### src/rtl/lcd_char_capture.sv
// lcd_char_capture
//   HD44780-style display-side responder. Samples the character-LCD bus,
//   decodes instruction/data writes and keeps a 2x16 shadow of the
//   displayed characters plus AC, entry-mode, display-on and busy state.
//
// Parameters
//   BUSY_CYC  : busy cycles after a non-clear instruction or data write
//   CLEAR_CYC : busy cycles after Clear Display (>= 32, covers the fill)
//
// Ports
//   iCLK, iRST_N            : clock, synchronous active-low reset
//   LCD_DATA/RS/RW/EN       : LCD bus pins (EN asynchronous to iCLK)
//   iRD_ADDR / oRD_CHAR     : buffer readout, 1-cycle latency
//   oWR_STB/oWR_IDX/oWR_CHAR: one-cycle pulse per stored character
//   oDISP_ON, oBUSY, oAC    : display-on bit, busy flag, address counter
//   oERR_CNT                : saturating count of writes dropped while busy
//   oDQ / oDQ_OE            : read-back bus, only with LCD_READ_EN defined
//
// Optional feature macro: LCD_READ_EN (bus reads: status and data read).
module lcd_char_capture #(
  parameter int BUSY_CYC  = 40,
  parameter int CLEAR_CYC = 64
) (
  input  logic       iCLK,
  input  logic       iRST_N,
  input  logic [7:0] LCD_DATA,
  input  logic       LCD_RS,
  input  logic       LCD_RW,
  input  logic       LCD_EN,
  input  logic [4:0] iRD_ADDR,
  output logic [7:0] oRD_CHAR,
  output logic       oWR_STB,
  output logic [4:0] oWR_IDX,
  output logic [7:0] oWR_CHAR,
  output logic       oDISP_ON,
  output logic       oBUSY,
  output logic [6:0] oAC,
`ifdef LCD_READ_EN
  output logic [7:0] oDQ,
  output logic       oDQ_OE,
`endif
  output logic [7:0] oERR_CNT
);

  localparam int CMAX = (BUSY_CYC > CLEAR_CYC) ? BUSY_CYC : CLEAR_CYC;
  localparam int CW   = $clog2(CMAX + 1);
  localparam logic [CW-1:0] BUSY_LD = CW'(BUSY_CYC - 1);
  // The 32-cycle fill is part of the clear busy time; the tail covers the rest.
  localparam bit            CLR_TAIL = (CLEAR_CYC > 32);
  localparam logic [CW-1:0] CLR_LD   = CLR_TAIL ? CW'(CLEAR_CYC - 33) : '0;

  typedef enum logic [1:0] {FILL, IDLE, EXEC, BUSY} state_t;

  state_t        state_q, state_d;
  logic [CW-1:0] cnt_q, cnt_d;
  logic [4:0]    fill_q, fill_d;
  logic [6:0]    ac_q, ac_d;
  logic          id_q, id_d;
  logic          disp_q, disp_d;
  logic [7:0]    err_q, err_d;
  logic [7:0]    tdat_q, tdat_d;
  logic          trs_q, trs_d;
  logic          stb_q, stb_d;
  logic [4:0]    widx_q, widx_d;
  logic [7:0]    wchr_q, wchr_d;
  logic [7:0]    rd_q;

  logic [2:0]    en_q;
  logic [7:0]    dat1_q, dat2_q;
  logic [1:0]    rs_q, rw_q;

  logic [7:0]    buf_q [32];
  logic          mem_we;
  logic [4:0]    mem_wa;
  logic [7:0]    mem_wd;

  logic          fall, wr_txn;

  function automatic logic [6:0] ac_step(input logic [6:0] ac, input logic inc);
    logic [6:0] r;
    if (inc) begin
      // Anything at or past the row end (including out-of-range loads) wraps.
      if (ac[5:0] >= 6'h27) r = ac[6] ? 7'h00 : 7'h40;
      else                  r = ac + 7'd1;
    end else begin
      if (ac[5:0] == 6'h00)     r = ac[6] ? 7'h27 : 7'h67;
      else if (ac[5:0] > 6'h27) r = {ac[6], 6'h26};
      else                      r = ac - 7'd1;
    end
    return r;
  endfunction

  // Bus synchronizer: EN through 3 stages, RS/RW/DATA delayed to line up
  // with the second EN stage so they are stable when the fall is seen.
  always_ff @(posedge iCLK) begin
    if (!iRST_N) begin
      en_q   <= '0;
      dat1_q <= '0;
      dat2_q <= '0;
      rs_q   <= '0;
      rw_q   <= '0;
    end else begin
      en_q   <= {en_q[1:0], LCD_EN};
      dat1_q <= LCD_DATA;
      dat2_q <= dat1_q;
      rs_q   <= {rs_q[0], LCD_RS};
      rw_q   <= {rw_q[0], LCD_RW};
    end
  end

  assign fall   = en_q[2] & ~en_q[1];
  assign wr_txn = fall & ~rw_q[1];

  always_comb begin
    state_d = state_q;
    cnt_d   = cnt_q;
    fill_d  = fill_q;
    ac_d    = ac_q;
    id_d    = id_q;
    disp_d  = disp_q;
    err_d   = err_q;
    tdat_d  = tdat_q;
    trs_d   = trs_q;
    stb_d   = 1'b0;
    widx_d  = widx_q;
    wchr_d  = wchr_q;
    mem_we  = 1'b0;
    mem_wa  = '0;
    mem_wd  = '0;

    if (wr_txn && state_q != IDLE && err_q != 8'hFF) err_d = err_q + 8'd1;

`ifdef LCD_READ_EN
    if (fall && rw_q[1] && rs_q[1]) ac_d = ac_step(ac_q, id_q);
`endif

    case (state_q)
      FILL: begin
        mem_we = 1'b1;
        mem_wa = fill_q;
        mem_wd = 8'h20;
        fill_d = fill_q + 5'd1;
        if (fill_q == 5'd31) begin
          ac_d = '0;
          id_d = 1'b1;
          if (CLR_TAIL) begin
            state_d = BUSY;
            cnt_d   = CLR_LD;
          end else begin
            state_d = IDLE;
          end
        end
      end
      IDLE: begin
        if (wr_txn) begin
          tdat_d  = dat2_q;
          trs_d   = rs_q[1];
          state_d = EXEC;
        end
      end
      EXEC: begin
        state_d = BUSY;
        cnt_d   = BUSY_LD;
        if (trs_q) begin
          if (ac_q[5:4] == 2'b00) begin
            mem_we = 1'b1;
            mem_wa = {ac_q[6], ac_q[3:0]};
            mem_wd = tdat_q;
            stb_d  = 1'b1;
            widx_d = {ac_q[6], ac_q[3:0]};
            wchr_d = tdat_q;
          end
          ac_d = ac_step(ac_q, id_q);
        end else begin
          casez (tdat_q)
            8'b1???????: ac_d = tdat_q[6:0];
            8'b01??????: state_d = IDLE;
            8'b001?????: ;
            8'b00001???: disp_d = tdat_q[2];
            8'b000001??: id_d = tdat_q[1];
            8'b0000001?: ac_d = '0;
            8'b00000001: begin
              state_d = FILL;
              fill_d  = '0;
            end
            default:     state_d = IDLE;
          endcase
        end
      end
      BUSY: begin
        if (cnt_q == '0) state_d = IDLE;
        else             cnt_d = cnt_q - 1'b1;
      end
      default: state_d = IDLE;
    endcase
  end

  always_ff @(posedge iCLK) begin
    if (!iRST_N) begin
      state_q <= FILL;
      cnt_q   <= '0;
      fill_q  <= '0;
      ac_q    <= '0;
      id_q    <= 1'b1;
      disp_q  <= 1'b0;
      err_q   <= '0;
      tdat_q  <= '0;
      trs_q   <= 1'b0;
      stb_q   <= 1'b0;
      widx_q  <= '0;
      wchr_q  <= '0;
    end else begin
      state_q <= state_d;
      cnt_q   <= cnt_d;
      fill_q  <= fill_d;
      ac_q    <= ac_d;
      id_q    <= id_d;
      disp_q  <= disp_d;
      err_q   <= err_d;
      tdat_q  <= tdat_d;
      trs_q   <= trs_d;
      stb_q   <= stb_d;
      widx_q  <= widx_d;
      wchr_q  <= wchr_d;
    end
  end

  always_ff @(posedge iCLK) begin
    if (mem_we) buf_q[mem_wa] <= mem_wd;
  end

  always_ff @(posedge iCLK) begin
    if (!iRST_N) rd_q <= '0;
    else         rd_q <= buf_q[iRD_ADDR];
  end

  assign oRD_CHAR = rd_q;
  assign oWR_STB  = stb_q;
  assign oWR_IDX  = widx_q;
  assign oWR_CHAR = wchr_q;
  assign oDISP_ON = disp_q;
  assign oBUSY    = (state_q == FILL) || (state_q == BUSY);
  assign oAC      = ac_q;
  assign oERR_CNT = err_q;

`ifdef LCD_READ_EN
  logic [7:0] ac_char;
  assign ac_char = (ac_q[5:4] == 2'b00) ? buf_q[{ac_q[6], ac_q[3:0]}] : 8'h20;
  assign oDQ_OE  = en_q[1] & rw_q[1];
  assign oDQ     = rs_q[1] ? ac_char : {oBUSY, ac_q};
`endif

endmodule

### config.mk
export PLATFORM = sky130hd
export DESIGN_NAME = lcd_char_capture
export DESIGN_NICKNAME = d
export VERILOG_FILES = /design/src/rtl/lcd_char_capture.sv
export SDC_FILE = /design/constraint.sdc
export NUM_CORES = 1
export LEC_CHECK = 0
export CORE_MARGIN = 2
export CORE_UTILIZATION = 35
export DETAILED_ROUTE_END_ITERATION = 6
export MAX_ROUTING_LAYER = met4
export PLACE_DENSITY_LB_ADDON = 0.12
export SYNTH_ARGS = -nofsm -noshare
export SYNTH_HDL_FRONTEND = slang
export SYNTH_SLANG_ARGS = --single-unit
### constraint.sdc
create_clock -name iCLK -period 3.4 [get_ports iCLK]
set_clock_uncertainty 0.1 [all_clocks]
set_input_delay 1.02 -clock iCLK [delete_from_list [all_inputs] [get_ports iCLK]]
set_output_delay 1.02 -clock iCLK [all_outputs]
set_load 0.03 [all_outputs]
==> impl_results.html <==
<table>
<tr><th>Metric</th><th>Value</th></tr>
<tr><th colspan="2">Run status</th></tr>
<tr><td>Outcome</td><td>completed</td></tr>
<tr><th colspan="2">Clocking</th></tr>
<tr><td>Maximum clock path buffer count</td><td>3</td></tr>
<tr><td>Number of CTS-inserted buffers</td><td>38</td></tr>
<tr><td>Worst-path clk slew</td><td>around 60 ps</td></tr>
<tr><td>Post-CTS Setup Inserts</td><td>0</td></tr>
<tr><td>Clock root buffer master</td><td>sky130_fd_sc_hd__clkbuf_16</td></tr>
<tr><td>Number of hold buffers added after cts</td><td>0</td></tr>
<tr><td>CTS sink cnt</td><td>341</td></tr>
<tr><td>Clock tree from TritonCTS</td><td>yes</td></tr>
<tr><td>H-tree depth reported by CTS</td><td>2</td></tr>
<tr><td>Clock latency on the worst-skew pair</td><td>about 520 ps</td></tr>
<tr><td>Number of gates resized after cts</td><td>0</td></tr>
<tr><th colspan="2">Min path</th></tr>
<tr><td>Min-Delay Path Class</td><td>reg2reg</td></tr>
<tr><th colspan="2">Floorplan</th></tr>
<tr><td>I/O pin cnt</td><td>57</td></tr>
<tr><td>Die Span X</td><td>between 200 and 250 um</td></tr>
<tr><td>Floorplan die height</td><td>between 200 and 250 um</td></tr>
<tr><td>Initial standard-cell utilization of the core</td><td>0.355</td></tr>
<tr><td>Area of the placeable core</td><td>between 30,000 and 40,000 um2</td></tr>
<tr><td>Standard-cell row count</td><td>72</td></tr>
<tr><td>Die area</td><td>40,900 um2</td></tr>
<tr><th colspan="2">Global route</th></tr>
<tr><td>GR Util All Layers</td><td>0.168</td></tr>
<tr><td>Initial antenna violation count</td><td>0</td></tr>
<tr><td>Maximum number of pins on one net before global-route repair</td><td>33</td></tr>
<tr><td>Overflow left after global routing</td><td>0</td></tr>
<tr><td>Wire length of the first global-routing pass</td><td>between 50 and 60 mm</td></tr>
<tr><td>Via count of the first global-routing pass</td><td>7,940</td></tr>
<tr><th colspan="2">Timing</th></tr>
<tr><td>Unrepaired setup endpoints after global routing</td><td>no</td></tr>
<tr><td>Final setup TNS</td><td>0 ps</td></tr>
<tr><td>Post-layout minimum cycle time</td><td>approximately 3200 ps</td></tr>
<tr><td>Maximum clock rate</td><td>approximately 320 MHz</td></tr>
<tr><td>Final setup vio count</td><td>0</td></tr>
<tr><td>Final count of pins violating max slew</td><td>0</td></tr>
<tr><td>Count of final hold-check violations</td><td>0</td></tr>
<tr><td>Transition time at the pin with the least slew margin</td><td>about 1000 ps</td></tr>
<tr><td>Share of the cycle needed by the critical path after routing</td><td>0.929</td></tr>
<tr><td>Max_slew headroom</td><td>0.310</td></tr>
<tr><th colspan="2">Critical path</th></tr>
<tr><td>Worst Setup Start Kind</td><td>register</td></tr>
<tr><td>Required time worst endpoint</td><td>2280 ps</td></tr>
<tr><td>Worst path bufs/invs</td><td>1</td></tr>
<tr><td>Series of cell instances along the critical path</td><td>clkdlybuf4s50_1</td></tr>
<tr><td>Critical path's slowest cell</td><td>sky130_fd_sc_hd__clkdlybuf4s50_1</td></tr>
<tr><td>Critical Path End Type</td><td>output pin</td></tr>
<tr><td>Signal arrival time at the worst endpoint</td><td>2040 ps</td></tr>
<tr><td>CP max FO</td><td>14</td></tr>
<tr><td>Slowest stage delay, CP</td><td>roughly 800 ps</td></tr>
<tr><td>Critical Setup Path Class</td><td>reg2out</td></tr>
<tr><td>Cell type group with the largest total delay on the critical path</td><td>buffers and inverters</td></tr>
<tr><th colspan="2">Logic synthesis</th></tr>
<tr><td>Top cells by area, synth</td><td>sky130_fd_sc_hd__edfxtp_1 56%, sky130_fd_sc_hd__dfxtp_1 12%, sky130_fd_sc_hd__mux4_2 9.7%</td></tr>
<tr><td>Most used standard cell by instance count after synthesis</td><td>sky130_fd_sc_hd__edfxtp_1</td></tr>
<tr><td>Post-synth EDFFs</td><td>between 200 and 300</td></tr>
<tr><td>Post-synthesis adder-cell area fraction</td><td>0.0109</td></tr>
<tr><td>Register bit total from synthesis</td><td>between 300 and 400</td></tr>
<tr><td>Largest area contributor in the synthesized netlist</td><td>sky130_fd_sc_hd__edfxtp_1</td></tr>
<tr><td>Most numerous cell types in the synthesized netlist</td><td>256 x sky130_fd_sc_hd__edfxtp_1, 85 x sky130_fd_sc_hd__dfxtp_1, 73 x sky130_fd_sc_hd__nand2_1, 61 x sky130_fd_sc_hd__nor2_1, 59 x sky130_fd_sc_hd__mux4_2</td></tr>
<tr><td>Sequential element share of the synthesized area</td><td>0.682</td></tr>
<tr><td>Gate count after technology mapping</td><td>approximately 900</td></tr>
<tr><td>Share of cell area taken by muxes after synthesis</td><td>0.129</td></tr>
<tr><td>Largest family of logic cells by synthesized area</td><td>multiplexers</td></tr>
<tr><td>Fraction of the mapped netlist area in compound gates</td><td>0.0641</td></tr>
<tr><td>Area share of and/or/nand/nor cells after synthesis</td><td>0.0758</td></tr>
<tr><td>Async set or reset register ratio after synthesis</td><td>0</td></tr>
<tr><td>Most used DFF post-synth</td><td>sky130_fd_sc_hd__edfxtp_1</td></tr>
<tr><td>Area share of xor/xnor cells in the synthesized design</td><td>0.00955</td></tr>
<tr><td>Mean post-synth cell area</td><td>15.7 um2</td></tr>
<tr><td>Synth unique cells</td><td>70</td></tr>
<tr><td>Count of yosys warnings during synthesis</td><td>0</td></tr>
<tr><td>Synth Cell Area</td><td>around 14,000 um2</td></tr>
<tr><td>Portion of synthesized cell area occupied by the leading cell type</td><td>0.559</td></tr>
<tr><td>Number of nets in the synthesized netlist</td><td>between 900 and 1,000</td></tr>
<tr><th colspan="2">Route</th></tr>
<tr><td>DRC violations left</td><td>0</td></tr>
<tr><td>Pre-Repair DR Iteration Count</td><td>5</td></tr>
<tr><td>Post-Route WL</td><td>about 33 mm</td></tr>
<tr><td>Post-DRT Antenna Nets</td><td>0</td></tr>
<tr><td>Total vias in the final route</td><td>7,815</td></tr>
<tr><td>Initial DRC count</td><td>between 500 and 600</td></tr>
<tr><td>Avg WL per Cell</td><td>roughly 22 um</td></tr>
<tr><td>Vias per cell</td><td>5.13</td></tr>
<tr><th colspan="2">Finish</th></tr>
<tr><td>Area growth, synth to finish</td><td>19.3%</td></tr>
<tr><td>Nets</td><td>1,009</td></tr>
<tr><td>Filler cell count</td><td>about 3,500</td></tr>
<tr><td>Antenna cells</td><td>0</td></tr>
<tr><td>Layout cells sized above 1</td><td>0.184</td></tr>
<tr><th colspan="2">Power and ir drop</th></tr>
<tr><td>Net Sw Frac</td><td>0.247</td></tr>
<tr><td>Total chip power</td><td>10.0 mW</td></tr>
<tr><td>Clock power share</td><td>0.404</td></tr>
<tr><td>Combinational cell fraction of total power</td><td>0.119</td></tr>
<tr><td>Power density over the cells</td><td>612 nW/um2</td></tr>
<tr><td>Leakage power total</td><td>between 5 and 6 nW</td></tr>
<tr><td>Worst IR Drop VDD</td><td>approximately 0.4 mV</td></tr>
<tr><td>Cell-internal power</td><td>7.56 mW</td></tr>
<tr><td>Proportion of power drawn by flip-flops and latches</td><td>0.477</td></tr>
<tr><td>Switching power</td><td>approximately 2.5 mW</td></tr>
<tr><th colspan="2">Place</th></tr>
<tr><td>Detailed-placement wirelength estimate</td><td>20.6 mm</td></tr>
<tr><td>I/O Buffers</td><td>56</td></tr>
<tr><td>Placer Congestion</td><td>between 0.8 and 0.9</td></tr>
<tr><th colspan="2">Job</th></tr>
<tr><td>Number of max-capacitance violations reported</td><td>0</td></tr>
</table>
[layer usage]
layer  vias to the layer above  track usage  share of wire
li1                       3594            -              -
met5                         -            -              0
met3                        45       0.0260          0.038
met1                      4021        0.229           0.46
met2                       155        0.267           0.48
met4                         0       0.0407          0.017
[per-stage QoR]
step                cells  hold WS [ps]  setup WS (ps)  instance area, um2  utilization
finish               1523           327            241               16400        0.424
global route         1523           341            136               16400        0.424
CTS                  1523           332            194               16400        0.424
detailed placement   1457           317            381               15200        0.392
global placement     1457           314            391               15200        0.392
floorplan             874           312            763               13800            -
[logic make-up after synthesis]
logic type | Yosys count
flops | 341
simple gates | 218
compound gates | 124
mux | 83
buf+inv | 81
xor+xnor | 15
fa+ha+maj | 12
[power groups by stage]
stage	sequential (mW)	clock, mW	combinational [mW]
final	4.78	4.06	1.20
after global routing	4.80	4.34	1.31
after CTS	4.79	4.17	1.21
after detailed placement	4.87	0	1.20
after global placement	4.87	0	1.20
after floorplan	4.86	0	0.769
[registers in the layout, indices dropped and copies added, names as in the netlist, 7 cells and up]
signal,count
oAC,7
dat2_q,8
buf_q,256
cnt_q,7
oERR_CNT,8
tdat_q,8
oWR_CHAR,8
oRD_CHAR,8
dat1_q,8
[cell type report]
type | instances | area (um2) | area share
clock buffers | 50 | 1040 | 0.0632
repair buffers | 113 | 1040 | 0.0634
clock inverters | 16 | 188 | 0.0114
inverters | 33 | 124 | 0.00755
multi-input cells | 452 | 3990 | 0.243
well taps | 518 | 648 | 0.0395
flip-flops and latches | 341 | 9390 | 0.572
[worst paths after layout]
path	slack, ps	start	end	depth (start not counted)
min	330	rs_q[1]	trs_q	2
min reg2reg	330	rs_q[1]	trs_q	2
max reg2reg	570	state_q[1]	buf_q[13][3]	7
max	240	oAC[3]	oAC[3]	1
[worst min-delay path, stage by stage (launching register included)]
cell,delay (ps)
sky130_fd_sc_hd__dfxtp_1,290
sky130_fd_sc_hd__nand2_1,50
sky130_fd_sc_hd__a21oi_1,50
[cell usage in the layout (no fill, tap or decap), drive strengths merged, types with 5 or more instances in the layout]
cell type and n:
nor3 10, inv 35, mux4 72, a221oi 8, clkdlybuf4s50 53, ha 12, a21oi 33, nand4 5
o31ai 5, xor2 7, nor2 61, or3 7, o21ai 17, and2 26, o221ai 9, buf 59
nor2b 7, mux2i 11, clkbuf 51, nand2 73, dfxtp 85, clkinv 8, edfxtp 256, a211oi 7
nand3 9, xnor2 8
(Power assumes the default switching activity.)
